`config.mk`:
```
export PLATFORM = sky130hd
export DESIGN_NAME = gambit_tlb
export DESIGN_NICKNAME = d
export VERILOG_FILES = /design/src/rtl/gambit_tlb_pkg.sv /design/src/rtl/gambit_tlb_cam.sv /design/src/rtl/gambit_tlb.sv
export SDC_FILE = /design/constraint.sdc
export NUM_CORES = 1
export LEC_CHECK = 0
export BUFFER_PORTS_ARGS = -buffer_cell sky130_fd_sc_hd__buf_2
export CORE_ASPECT_RATIO = 0.5
export CORE_MARGIN = 2
export CORE_UTILIZATION = 31
export DETAILED_ROUTE_END_ITERATION = 12
export PLACE_DENSITY = 0.52
export SYNTH_ARGS = -nofsm -noshare
export SYNTH_HDL_FRONTEND = slang
export SYNTH_SLANG_ARGS = --single-unit
```
`constraint.sdc`:
```
create_clock -name clk -period 6.4 [get_ports clk]
set_input_delay 0.32 -clock clk [delete_from_list [all_inputs] [get_ports clk]]
set_output_delay 0.32 -clock clk [all_outputs]
set_load 0.01 [all_outputs]
```
`src/rtl/gambit_tlb_pkg.sv`:
```
// gambit_tlb shared types and constants.
// Entry layout, FSM states and bypass regions.
package gambit_tlb_pkg;

    typedef enum logic [2:0] {
        S_IDLE,
        S_WALK,
        S_BUS,
        S_VIOL,
        S_WAIT
    } tlb_state_e;

    typedef struct packed {
        logic        valid;
        logic [7:0]  asid;
        logic [18:0] vpn;
        logic [18:0] frame;
        logic [3:0]  drwx;
    } tlb_entry_t;

    localparam logic [7:0] BYP_HI = 8'hFF;
    localparam logic [7:0] BYP_LO = 8'h00;

    localparam int D_B = 3;
    localparam int R_B = 2;
    localparam int W_B = 1;
    localparam int X_B = 0;

    function automatic logic is_bypass(
        input logic [1:0]  ol,
        input logic [51:0] va
    );
        return (ol == 2'd0)
            || (va[31:24] == BYP_HI)
            || (va[31:24] == BYP_LO);
    endfunction

endpackage

```
`src/rtl/gambit_tlb_cam.sv`:
```
// gambit_tlb entry store: parallel match,
// victim choice, fill and invalidate.
module gambit_tlb_cam
    import gambit_tlb_pkg::*;
#(
    parameter int ENTRIES = 8,
    localparam int IW = $clog2(ENTRIES)
) (
    input  logic          clk,
    input  logic          rst,
    input  logic [7:0]    lk_asid_i,
    input  logic [18:0]   lk_vpn_i,
    output logic          hit_o,
    output logic [IW-1:0] hit_idx_o,
    output logic [18:0]   hit_frame_o,
    output logic [3:0]    hit_drwx_o,
    input  logic          fill_i,
    input  logic [7:0]    fill_asid_i,
    input  logic [18:0]   fill_vpn_i,
    input  logic [18:0]   fill_frame_i,
    input  logic [3:0]    fill_drwx_i,
    input  logic          inv_all_i,
    input  logic          inv_asid_i,
    input  logic [7:0]    inv_asid_v_i
);

    tlb_entry_t    ent_q [ENTRIES];
    logic [IW-1:0] rr_q;
    logic [IW-1:0] victim;
    logic          vfound;

    // Lowest-index matching entry wins.
    always_comb begin
        hit_o       = 1'b0;
        hit_idx_o   = '0;
        hit_frame_o = '0;
        hit_drwx_o  = '0;
        for (int i = 0; i < ENTRIES; i++) begin
            if (!hit_o && ent_q[i].valid
                && ent_q[i].asid == lk_asid_i
                && ent_q[i].vpn == lk_vpn_i) begin
                hit_o       = 1'b1;
                hit_idx_o   = IW'(i);
                hit_frame_o = ent_q[i].frame;
                hit_drwx_o  = ent_q[i].drwx;
            end
        end
    end

    // Prefer the lowest free slot, else round-robin.
    always_comb begin
        victim = rr_q;
        vfound = 1'b0;
        for (int i = 0; i < ENTRIES; i++) begin
            if (!vfound && !ent_q[i].valid) begin
                victim = IW'(i);
                vfound = 1'b1;
            end
        end
    end

    // Entry storage, invalidate and fill.
    always_ff @(posedge clk) begin
        if (rst) begin
            for (int i = 0; i < ENTRIES; i++) begin
                ent_q[i] <= '0;
            end
            rr_q <= '0;
        end else begin
            for (int i = 0; i < ENTRIES; i++) begin
                if (inv_all_i || (inv_asid_i
                    && ent_q[i].asid == inv_asid_v_i)) begin
                    ent_q[i].valid <= 1'b0;
                end
            end
            if (fill_i) begin
                ent_q[victim] <= '{
                    valid: 1'b1,
                    asid:  fill_asid_i,
                    vpn:   fill_vpn_i,
                    frame: fill_frame_i,
                    drwx:  fill_drwx_i
                };
                rr_q <= rr_q + IW'(1);
            end
        end
    end

endmodule

```
`src/rtl/gambit_tlb.sv`:
```
// gambit_tlb top: request FSM, permission
// checks, walk handshake and bus cycle.
module gambit_tlb
    import gambit_tlb_pkg::*;
#(
    parameter int ENTRIES = 8
) (
    input  logic        clk,
    input  logic        rst,
    input  logic        cyc_i,
    input  logic        stb_i,
    input  logic        we_i,
    input  logic        icl_i,
    input  logic [1:0]  ol_i,
    input  logic [7:0]  sel_i,
    input  logic [51:0] vadr_i,
    output logic        ack_o,
    output logic        err_o,
    output logic        rdv_o,
    output logic        wrv_o,
    output logic        exv_o,
    output logic        page_fault_o,
    output logic        walk_req_o,
    output logic [51:0] walk_vadr_o,
    input  logic        walk_done_i,
    input  logic [31:0] walk_padr_i,
    input  logic [3:0]  walk_drwx_i,
    input  logic        walk_fault_i,
    output logic        cyc_o,
    output logic        we_o,
    output logic [7:0]  sel_o,
    output logic [31:0] padr_o,
    input  logic        ack_i,
    input  logic        inv_all_i,
    input  logic        inv_asid_i,
    input  logic [7:0]  inv_asid_v_i
);

    localparam int IW = $clog2(ENTRIES);

    tlb_state_e    state_q, state_d;
    logic          cyc_q, cyc_d;
    logic          we_q, we_d;
    logic [7:0]    sel_q, sel_d;
    logic [31:0]   padr_q, padr_d;
    logic          wreq_q, wreq_d;
    logic [51:0]   wva_q, wva_d;
    logic          ack_q, ack_d;
    logic          err_q, err_d;
    logic          rdv_q, rdv_d;
    logic          wrv_q, wrv_d;
    logic          exv_q, exv_d;
    logic          pf_q, pf_d;
    logic          wd_q, wd_d;
    logic [18:0]   wfrm_q, wfrm_d;
    logic [3:0]    wprm_q, wprm_d;

    logic          cam_hit;
    logic [IW-1:0] cam_idx;
    logic [18:0]   cam_frm;
    logic [3:0]    cam_prm;

    logic          req;
    logic          byp;
    logic          hit;
    logic [18:0]   frm;
    logic [3:0]    prm;
    logic          rbad, wbad, xbad;
    logic          inv;
    logic          fill;
    logic          unused_ok;

    assign req  = cyc_i & stb_i;
    assign byp  = is_bypass(ol_i, vadr_i);
    assign hit  = wd_q | cam_hit;
    assign frm  = wd_q ? wfrm_q : cam_frm;
    assign prm  = wd_q ? wprm_q : cam_prm;
    assign rbad = ~prm[R_B] & ~we_i;
    assign wbad = ~prm[W_B] & we_i;
    assign xbad = ~prm[X_B] & icl_i;
    assign inv  = inv_all_i | inv_asid_i;
    assign fill = (state_q == S_WALK) & walk_done_i
                & ~walk_fault_i & ~inv;

    assign unused_ok = ^{walk_padr_i[12:0], cam_idx,
                         vadr_i[43:32], prm[D_B]};

    gambit_tlb_cam #(
        .ENTRIES(ENTRIES)
    ) u_cam (
        .clk          (clk),
        .rst          (rst),
        .lk_asid_i    (vadr_i[51:44]),
        .lk_vpn_i     (vadr_i[31:13]),
        .hit_o        (cam_hit),
        .hit_idx_o    (cam_idx),
        .hit_frame_o  (cam_frm),
        .hit_drwx_o   (cam_prm),
        .fill_i       (fill),
        .fill_asid_i  (wva_q[51:44]),
        .fill_vpn_i   (wva_q[31:13]),
        .fill_frame_i (walk_padr_i[31:13]),
        .fill_drwx_i  (walk_drwx_i),
        .inv_all_i    (inv_all_i),
        .inv_asid_i   (inv_asid_i),
        .inv_asid_v_i (inv_asid_v_i)
    );

    // Next state and registered outputs.
    always_comb begin
        state_d = state_q;
        cyc_d   = cyc_q;
        we_d    = we_q;
        sel_d   = sel_q;
        padr_d  = padr_q;
        wreq_d  = wreq_q;
        wva_d   = wva_q;
        ack_d   = 1'b0;
        err_d   = 1'b0;
        rdv_d   = 1'b0;
        wrv_d   = 1'b0;
        exv_d   = 1'b0;
        pf_d    = 1'b0;
        wd_d    = wd_q;
        wfrm_d  = wfrm_q;
        wprm_d  = wprm_q;
        unique case (state_q)
            S_IDLE: begin
                wd_d = 1'b0;
                if (req) begin
                    if (byp) begin
                        state_d = S_BUS;
                        cyc_d   = 1'b1;
                        we_d    = we_i;
                        sel_d   = sel_i;
                        padr_d  = vadr_i[31:0];
                    end else if (hit) begin
                        if (rbad | wbad | xbad) begin
                            state_d = S_VIOL;
                            ack_d   = 1'b1;
                            err_d   = 1'b1;
                            rdv_d   = rbad;
                            wrv_d   = wbad;
                            exv_d   = xbad;
                        end else begin
                            state_d = S_BUS;
                            cyc_d   = 1'b1;
                            we_d    = we_i;
                            sel_d   = sel_i;
                            padr_d  = {frm, vadr_i[12:0]};
                        end
                    end else begin
                        state_d = S_WALK;
                        wreq_d  = 1'b1;
                        wva_d   = vadr_i;
                    end
                end
            end
            S_WALK: begin
                if (walk_done_i) begin
                    wreq_d = 1'b0;
                    wva_d  = '0;
                    if (walk_fault_i) begin
                        if (cyc_i) begin
                            state_d = S_WAIT;
                            pf_d    = 1'b1;
                            ack_d   = 1'b1;
                            err_d   = 1'b1;
                        end else begin
                            state_d = S_IDLE;
                        end
                    end else begin
                        state_d = S_IDLE;
                        wd_d    = 1'b1;
                        wfrm_d  = walk_padr_i[31:13];
                        wprm_d  = walk_drwx_i;
                    end
                end
            end
            S_BUS: begin
                if (ack_i) begin
                    state_d = S_WAIT;
                    ack_d   = 1'b1;
                    cyc_d   = 1'b0;
                    we_d    = 1'b0;
                    sel_d   = '0;
                end
            end
            S_VIOL: begin
                state_d = S_WAIT;
            end
            S_WAIT: begin
                if (!stb_i) begin
                    state_d = S_IDLE;
                end
            end
            default: begin
                state_d = S_IDLE;
            end
        endcase
    end

    // State and output registers.
    always_ff @(posedge clk) begin
        if (rst) begin
            state_q <= S_IDLE;
            cyc_q   <= 1'b0;
            we_q    <= 1'b0;
            sel_q   <= '0;
            padr_q  <= '0;
            wreq_q  <= 1'b0;
            wva_q   <= '0;
            ack_q   <= 1'b0;
            err_q   <= 1'b0;
            rdv_q   <= 1'b0;
            wrv_q   <= 1'b0;
            exv_q   <= 1'b0;
            pf_q    <= 1'b0;
            wd_q    <= 1'b0;
            wfrm_q  <= '0;
            wprm_q  <= '0;
        end else begin
            state_q <= state_d;
            cyc_q   <= cyc_d;
            we_q    <= we_d;
            sel_q   <= sel_d;
            padr_q  <= padr_d;
            wreq_q  <= wreq_d;
            wva_q   <= wva_d;
            ack_q   <= ack_d;
            err_q   <= err_d;
            rdv_q   <= rdv_d;
            wrv_q   <= wrv_d;
            exv_q   <= exv_d;
            pf_q    <= pf_d;
            wd_q    <= wd_d;
            wfrm_q  <= wfrm_d;
            wprm_q  <= wprm_d;
        end
    end

    assign ack_o        = ack_q;
    assign err_o        = err_q;
    assign rdv_o        = rdv_q;
    assign wrv_o        = wrv_q;
    assign exv_o        = exv_q;
    assign page_fault_o = pf_q;
    assign walk_req_o   = wreq_q;
    assign walk_vadr_o  = wva_q;
    assign cyc_o        = cyc_q;
    assign we_o         = we_q;
    assign sel_o        = sel_q;
    assign padr_o       = padr_q;

endmodule

```
Yosys cells after proc, flatten, opt, wreduce, memory -nomap -nowiden

Memories as Yosys holds them, arrays and structs flattened.
Cells that the tools add are included.

Add/subtract/negate cells: 1
Eq/ne operators: 39
Muxes and demuxes: 134
Bitwise logic cells: 30
Reduce and logical (&&, ||, !) cells: 83

Operators with widths:

| cell                 | count |
|---|---|
| $mux W52             | 4 |
| $mux W19             | 9 |
| $eq A19 B19 Y1       | 8 |
| $eq A8 B8 Y1         | 16 |
| $pmux W52 S2         | 1 |
| $mux W32             | 3 |
| $mux W3              | 26 |
| $mux W1              | 76 |
| $mux W51             | 1 |
| $reduce_or A51 Y1    | 1 |
| $mux W8              | 5 |
| $logic_and A1 B1 Y1  | 38 |
| $logic_not A1 Y1     | 20 |
| $ne A2 B2 Y1 const B | 8 |
| $pmux W8 S2          | 1 |
| $pmux W3 S5          | 1 |
| $or A1 B1 Y1         | 12 |
| $not A1 Y1           | 11 |
| $logic_or A1 B1 Y1   | 10 |
| $pmux W1 S2          | 5 |
| $reduce_and A5 Y1    | 2 |
| $eq A8 B8 Y1 const B | 1 |
| $logic_not A8 Y1     | 1 |
| $reduce_and A4 Y1    | 2 |
| 14 further kinds     | 25 |

Register bits after elaboration: 130
RAM bits: 408
Bits of input ports: 117
Output and inout bits: 101
Logic and storage cells: 305
Memories: 1

Memories:

| memory      | depth | width | rd ports | clocked after Yosys merged registers in | write ports | RTL line             | RTL |
|---|---|---|---|---|---|---|---|
| u_cam.ent_q | 8     | 51    | 8        | 0                                       | 8           | gambit_tlb_cam.sv:27 | `tlb_entry_t ent_q [ENTRIES];` |

Depth between registers and ports, before layout

Gate-level depths: netlist (run 1).
An unclocked memory read counts as a cell.

Word-level depth: 50
Mapped depth: 14
Gate-level depth less buffers: 10

Modules after synthesis

A second synthesis (run 1) with hierarchy kept.

Cell total of the unflattened synthesis: 2,252
Area, all modules: 26,225.2 um^2

By module, submodules not included:

| module         | times used | cells an instance | area each (um^2) | seq. area each (um^2) |
|---|---|---|---|---|
| gambit_tlb_cam | 1          | 1,712             | 21,186.6         | 12,231.7 |
| gambit_tlb     | 1          | 540               | 5,038.6          | 2,542.4 |

Worst setup path after synthesis (run 1)

No wires, ideal clock.

Path kind: register to register
Start: register state_q[2]
End: memory u_cam.ent_q[3][0] in the netlist's numbering (enable)
Arrival time: 2.902 ns
Path slack: 3.113 ns
Stages on the path, launching flop included: 10
Buffers on the path: 1
Path through: dfxtp_1 > clkbuf_1 > nor2_1 > nand2_1 > nor3b_1 > nand2_1 > nor2_1 > nand3_1 > nor3b_1 > or2_2

RTL lines:

| what                     | RTL line             | RTL |
|---|---|---|
| start: declaration       | gambit_tlb.sv:41     | `tlb_state_e state_q, state_d;` |
| start signal: assignment | gambit_tlb.sv:223    | `state_q <= state_d;` |
| end: declaration         | gambit_tlb_cam.sv:27 |  |

==> results_dict.tcl, run 1 <==
set metrics [dict create \
    p_sw_share_pct 25.3 \
    crit_type "register to register" \
    fillers 8030 \
    ant_nets 0 \
    start_util_pct 31.4 \
    syn_area_mm2 0.0257 \
    drc 0 \
    gp_congestion 0.931 \
    wl_um 88200 \
    syn2layout_area_growth_pct 17.5 \
    crit_arrival_ns 5.22 \
    grt_max_degree 76 \
    insertion_delay_ns 0.64 \
    clkSinkCount 530 \
    design.die.area_mm2 0.0853 \
    grt.overflow.total 0 \
    maxCapViolCount 0 \
    worstRegToRegCells 11 \
    fin_setup_tns_ns 0 \
    ir_drop_v 0.000200 \
    final_common_cell "and2_1" \
    synth_edf_count 392 \
    worst-path-buf-inv 1 \
    synth_top_area_share_pct 45.9 \
    regArea_mm2 0.0145 \
    start_kind "register" \
    cts_buffers 53 \
    netlist_instances 2252 \
    synth_cell_types 83 \
    hold_slack_ns 0.0479 \
    antenna_found_initial 3 \
    cp_max_fo 21 \
    rows 74 \
    pwr-share-clk_pct 41.2 \
    ys.flop_type "edfxtp_1" \
    grt_pass1_wl_um 127000 \
    grt_setup_unrepaired "false" \
    max_slew_margin_pct 22.1 \
    finalCritPeriodShare_pct 73.2 \
    first_iter_violations 2010 \
    cpMaxStageDelayCell "a21o_1" \
    synth_seq_area_share_pct 56.6 \
    power.switching_mw 1.97 \
    clock_path_buffers 3 \
    portBuffers 203 \
    fmax_mhz 213 \
    ctsRootBufferMaster "clkbuf_16" \
    tightest_slew_ns 1.17 \
    io_pins 218 \
    slew_violations 0 \
    grt_pass1_vias 17800 \
    fin_crit_ns 4.69 \
    final_cell_mix "395 x and2_1, 392 x edfxtp_1, 202 x buf_2, 165 x nand2_1, 158 x xnor2_1" \
    seqPwrFrac_pct 50.1 \
    synth_top_area_cell "edfxtp_1" \
    synth-async-reset-ratio_pct 0 \
    fin_worst_skew_ns 0.0451 \
    min_path_type "primary input to register" \
    fin_nets 2585 \
    powerDensity_mw_per_mm2 259 \
    crit_required_ns 6.93 \
    end_kind "register" \
    postCtsSetupBuffers 0 \
    r2r_end "padr_o[16]" \
    post_synth.cell_area_avg_um2 11.4 \
    crit_chain "xnor2_1 -> nand4_1 -> or4_1 -> a311oi_2 -> nand3_1 -> o32ai_1 -> a22oi_1 -> o211ai_4 -> a21o_1 -> buf_4 -> mux2_1" \
    ff2ff_setup_slack_ns 1.71 \
    synth_fp_nets 2370 \
    final_hold_viol_count 0 \
    setup_violations 0 \
    hold-path-cell-count 3 \
    gr-usage-all-layers_pct 20.3 \
    cts_tree "built" \
    status "finished clean" \
    critical-path-max-stage-delay_ns 0.71 \
    synth_area_leaders "edfxtp_1 46%, dfxtp_1 11%, and2_1 9.7%" \
    ys_ff_latch 530 \
    p_int_mw 5.84 \
    drive_above_1_share_pct 15.5 \
    rr_startpoint "u_cam.ent_q[7][42]" \
    num_vias 18600 \
    drt_pass1_iterations 5 \
    htree_levels 2 \
    hold_end "page_fault_o" \
    crit_family "compound AO/OA/AOI/OAI gates" \
    p_leak_nw 10.8 \
    fp.dieW_um 411 \
    core_mm2 0.0818 \
    ys_warn_count 0 \
    routedWlPerCell_um 24.4 \
    min_from "cyc_i" \
    die_h_um 207 \
    post-dp-hpwl_um 58300 \
    drt-vias-per-instance 5.15 \
    clkTransAtPathRegs_ns 0.06 \
    share_comb_of_total_power_pct 8.7 \
    multiInputGateArea_mm2 0.0105 \
]
worst min-delay path: stages:
cell     delay, ns
buf_2         0.11
nand4_1       0.12
nor2b_1       0.06
per-layer routing:
metal	GRT usage, %	up-vias	wire (um)
li1	-	8530	-
met1	29.6	9281	40500
met2	31.2	712	39000
met3	3.77	106	6740
met4	4.80	0	1900
met5	0	-	0
state kept, by name, summed over array words and instances, names as in the netlist:
register      count
u_cam.ent_q     400
wprm_q            3
wrv_o             1
cyc_o             1
rdv_o             1
wfrm_q           19
walk_req_o        1
state_q           3
padr_o           32
ack_o             1
wd_q              1
sel_o             8
we_o              1
err_o             1
page_fault_o      1
exv_o             1
u_cam.rr_q        3
walk_vadr_o      52
timing repair:
action | in CTS | in global routing
endpoints found under the setup margin | 0 | 0
hold endpoints to repair | 71 | 0
hold buffers | 58 | 0
gates resized for setup | 0 | 0
logic make-up (layout without fill, tap and decap cells):
logic type | after synthesis | count (layout) | synth area share (%)
simple gates | 940 | 940 | 20.9
mux | 35 | 35 | 1.43
buf+inv | 167 | 426 | 2.96
flops | 530 | 530 | 56.6
compound gates | 296 | 296 | 8.29
xor+xnor | 283 | 283 | 9.71
other cells | 0 | 1 | 0
fa+ha+maj | 1 | 1 | 0.0487
Yosys cell counts (11+ instances only):
library cell,number
nand4_1,81
buf_2,17
a221o_1,24
clkbuf_1,103
dfxtp_1,138
inv_1,20
a22oi_1,22
nand2_1,167
buf_4,12
nor3_1,28
nor4_1,42
o2111ai_1,13
a21oi_1,91
nor2b_1,14
o21ai_0,44
nand2b_1,33
mux2i_1,22
edfxtp_1,392
or2_2,11
mux2_1,12
a32o_1,17
xnor2_1,158
and2_1,396
nand3_1,74
nor2_1,36
xor2_1,123
power groups by stage:
| stage | clock network (mW) | logic, mW | registers (mW) |
|---|---|---|---|
| 3_3_place_gp | 0 | 0.639 | 3.98 |
| 5_1_grt | 3.40 | 0.722 | 3.93 |
| 2_1_floorplan | 0 | 0.361 | 3.96 |
| 3_5_place_dp | 0 | 0.642 | 3.99 |
| 6_report | 3.22 | 0.678 | 3.91 |
| 4_1_cts | 3.28 | 0.673 | 3.91 |
worst max-delay path by stage:
stage | from | to | slack (ns) | cells after the start
finish | u_cam.ent_q[7][42] | padr_o[16] | 1.71 | 11
floorplan | state_q[2] | u_cam.ent_q[3][0] | 3.11 | 9
CTS | u_cam.ent_q[7][42] | padr_o[16] | 1.79 | 11
global route | u_cam.ent_q[1][44] | padr_o[16] | 1.50 | 11
detailed placement | vadr_i[19] | padr_o[16] | 1.58 | 12
global placement | vadr_i[19] | padr_o[18] | 1.60 | 12
final cells by class:
cell class                      instances  area share, %
Tap cell                             1102           4.57
Sequential cell                       530           48.2
Antenna cell                            1        0.00829
Timing Repair Buffer                  306           6.43
Clock buffer                           78           5.00
Multi-Input combinational cell       1555           34.7
Inverter                               21          0.261
Clock inverter                         21          0.821
per-stage QoR:
step	util [%]	instance area (um^2)	setup slack (ns)	power [mW]	cells
final	36.9	30200	1.71	7.81	3614
after global placement	34.0	27800	1.60	4.62	3456
after floorplan	-	25700	3.11	4.32	2252
after global routing	36.9	30200	1.50	8.04	3613
after detailed placement	34.0	27800	1.58	4.63	3456
after CTS	36.9	30200	1.79	7.87	3613
Power figures use the tool's default switching activity.
==> run 2: changes to the inputs <==
Settings changed: ABC_AREA set to 1.
Clock period 6.4 ns to 4.65 ns, I/O delays scaled along.
==> run 2 against run 1 <==
  * Clock power grew 43%
  * Critical path depth increased by 14
  * Clock-buffer cell count is 6 lower
  * Power rose by 66%
  * Worst hold slack got worse by 0.031 ns
  * Synthesized area about the same
  * Sequential power is 47% higher
  * Combinational power grew to 3.9 times the previous value
  * Via count grew 18%
  * Core utilization is essentially flat
  * First-iteration DRC count is 30% higher
  * Clock skew down 0.023 ns
  * Critical endpoint is now padr_o[29]
  * Highest routed layer unchanged
==> results_dict.tcl, run 2 <==
set metrics [dict create \
    design.die.area_mm2 0.0853 \
    antenna_found_initial 0 \
    fmax_mhz 250 \
    p_sw_share_pct 32.6 \
    cts_tree "built" \
    first_iter_violations 2609 \
    cpMaxStageDelayCell "dlygate4sd3_1" \
    num_vias 22000 \
    clkSinkCount 530 \
    post_synth.cell_area_avg_um2 8.57 \
    tightest_slew_ns 0.974 \
    setup_violations 0 \
    seqPwrFrac_pct 44.2 \
    cpMostUsedCell "nand2_1" \
    routedWlPerCell_um 23.1 \
    final_cell_mix "684 x nand2_1, 620 x nor2_1, 392 x edfxtp_1, 227 x inv_1, 202 x buf_2" \
    grt_pass1_wl_um 146000 \
    largest_register_ffs 400 \
    end_kind "register" \
    clkTransAtPathRegs_ns 0.06 \
    ir_drop_v 0.000273 \
    power.switching_mw 4.23 \
    rows 74 \
    grtUsageMet3_pct 3.30 \
    synth_area_leaders "edfxtp_1 46%, dfxtp_1 11%, nand2_1 10%" \
    globalRouteMet1Util_pct 32.2 \
    core_mm2 0.0818 \
    cts_buffers 53 \
    netlist_instances 2998 \
    portBuffers 203 \
    final_hold_viol_count 0 \
    synth_edf_count 392 \
    grt_setup_unrepaired "false" \
    yosysMostFrequentCell "nand2_1" \
    clock_path_buffers 3 \
    fin_setup_tns_ns 0 \
    cts_resized 0 \
    grt.busiest_layer "met2" \
    io_pins 218 \
    critical-path-max-stage-delay_ns 0.53 \
    p_int_mw 8.75 \
    drc 0 \
    grt_pass1_vias 20800 \
    worst-path-buf-inv 5 \
    syn_area_mm2 0.0257 \
    cp_max_fo 42 \
    final_common_cell "nand2_1" \
    powerDensity_mw_per_mm2 430 \
    die_h_um 208 \
    n_antenna_cell 0 \
    min_path_type "primary input to register" \
    grt_max_degree 75 \
    syn2layout_area_growth_pct 17.5 \
    fin_worst_skew_ns 0.0222 \
    ys_warn_count 0 \
    fin_util_pct 36.9 \
    wl_um 101000 \
    htree_levels 2 \
    post-dp-hpwl_um 67900 \
    max_slew_margin_pct 35.1 \
    fillers 8441 \
    synth_fp_nets 3116 \
    drt-vias-per-instance 5.05 \
    grt_use_met2_pct 37.1 \
    crit_arrival_ns 4.53 \
    synthTopCellsByCount "692 x nand2_1, 621 x nor2_1, 392 x edfxtp_1" \
    slew_violations 0 \
    gp_congestion 0.956 \
    crit_family "simple AND/OR/NAND/NOR gates" \
    share_comb_of_total_power_pct 20.4 \
    synth-async-reset-ratio_pct 0 \
    finalCritPeriodShare_pct 86.0 \
    crit_type "primary input to register" \
    fin_crit_ns 4.00 \
    synth_top_area_share_pct 45.8 \
    insertion_delay_ns 0.64 \
    gr-usage-all-layers_pct 23.2 \
    synth_top_area_cell "edfxtp_1" \
    ys_ff_latch 530 \
    p_leak_nw 12.4 \
    fin_nets 3327 \
    drt_pass1_iterations 5 \
    maxCapViolCount 0 \
    status "finished clean" \
    crit_required_ns 5.18 \
    ys.flop_type "edfxtp_1" \
    synth_cell_types 55 \
    synth_seq_area_share_pct 56.6 \
    start_kind "primary input" \
    ant_nets 0 \
    start_util_pct 31.4 \
    fp.dieW_um 411 \
    drive_above_1_share_pct 12.8 \
    pwr-share-clk_pct 35.4 \
    grt.overflow.total 0 \
    ctsRootBufferMaster "clkbuf_16" \
    regMostFlops "u_cam.ent_q" \
]
## run 2: area by class of cell
cell class              instances  area [um^2]  share of cell area, %
multi-input cells            2025         9290                   30.8
flip-flops and latches        530        14500                   48.2
clock inverters                28          319                   1.06
inverters                     283         1070                   3.55
well taps                    1102         1380                   4.57
repair buffers                316         2080                   6.91
clock buffers                  72         1490                   4.94
## run 2: timing repair
item	CTS	global route
endpoints found under the setup margin	0	0
hold buffers	62	0
hold endpoints to repair	79	0
setup buffers	0	0
## run 2: worst reg2reg max path, delay by kind of cell (launching register included)
| kind | cells | cell delay (ns) |
|---|---|---|
| AND/OR/NAND/NOR | 14 | 1.55 |
| AO/OA/AOI/OAI | 3 | 0.83 |
| flip-flops | 1 | 0.51 |
| buffers and inverters | 4 | 0.97 |
## run 2: path summary, 6_finish.rpt
check / startpoint / end / slack (ns) / depth (start not counted)
setup / recovery: vadr_i[51] / padr_o[29] / 0.65 / 25
hold / removal: walk_padr_i[18] / wfrm_q[5] / 0.02 / 3
setup reg to reg: u_cam.ent_q[6][46] / padr_o[29] / 0.68 / 21
hold reg to reg: sel_o[4] / sel_o[4] / 0.46 / 2
## run 2: stage by stage
| stage | std cells | hold WS (ns) | cell area [um^2] | setup WS (ns) | power, mW |
|---|---|---|---|---|---|
| after CTS | 4356 | 0.00204 | 30200 | 0.670 | 13.0 |
| after detailed placement | 4194 | 0.451 | 27700 | 0.548 | 8.44 |
| final | 4356 | 0.0168 | 30200 | 0.649 | 13.0 |
| after global placement | 4194 | 0.447 | 27700 | 0.530 | 8.42 |
| after global routing | 4356 | 0.0196 | 30200 | 0.368 | 13.5 |
| after floorplan | 2998 | 0.339 | 25700 | 0.951 | 7.25 |
## run 2: power by group through the flow
stage | Combinational (mW) | Clock, mW | Sequential, mW
6_report | 2.65 | 4.59 | 5.74
2_1_floorplan | 1.31 | 0 | 5.94
5_1_grt | 2.86 | 4.84 | 5.79
3_5_place_dp | 2.60 | 0 | 5.84
4_1_cts | 2.65 | 4.64 | 5.74
3_3_place_gp | 2.60 | 0 | 5.82
## run 2: logic make-up after synthesis
family / Yosys count / synth area share, %
XOR/XNOR: 69 / 2.35
AO/OA/AOI/OAI: 385 / 8.38
adder cells (fa/ha/maj): 1 / 0.0487
buffers and inverters: 443 / 7.36
flip-flops: 530 / 56.6
AND/OR/NAND/NOR: 1570 / 25.3
## run 2: routing by layer
metal	part of all wire [%]	up-vias	wire length (um)
met5	0	-	0
met4	3.3	0	3370
met3	7.6	161	7680
met2	46	880	46400
met1	43	10700	43400
li1	-	10300	-
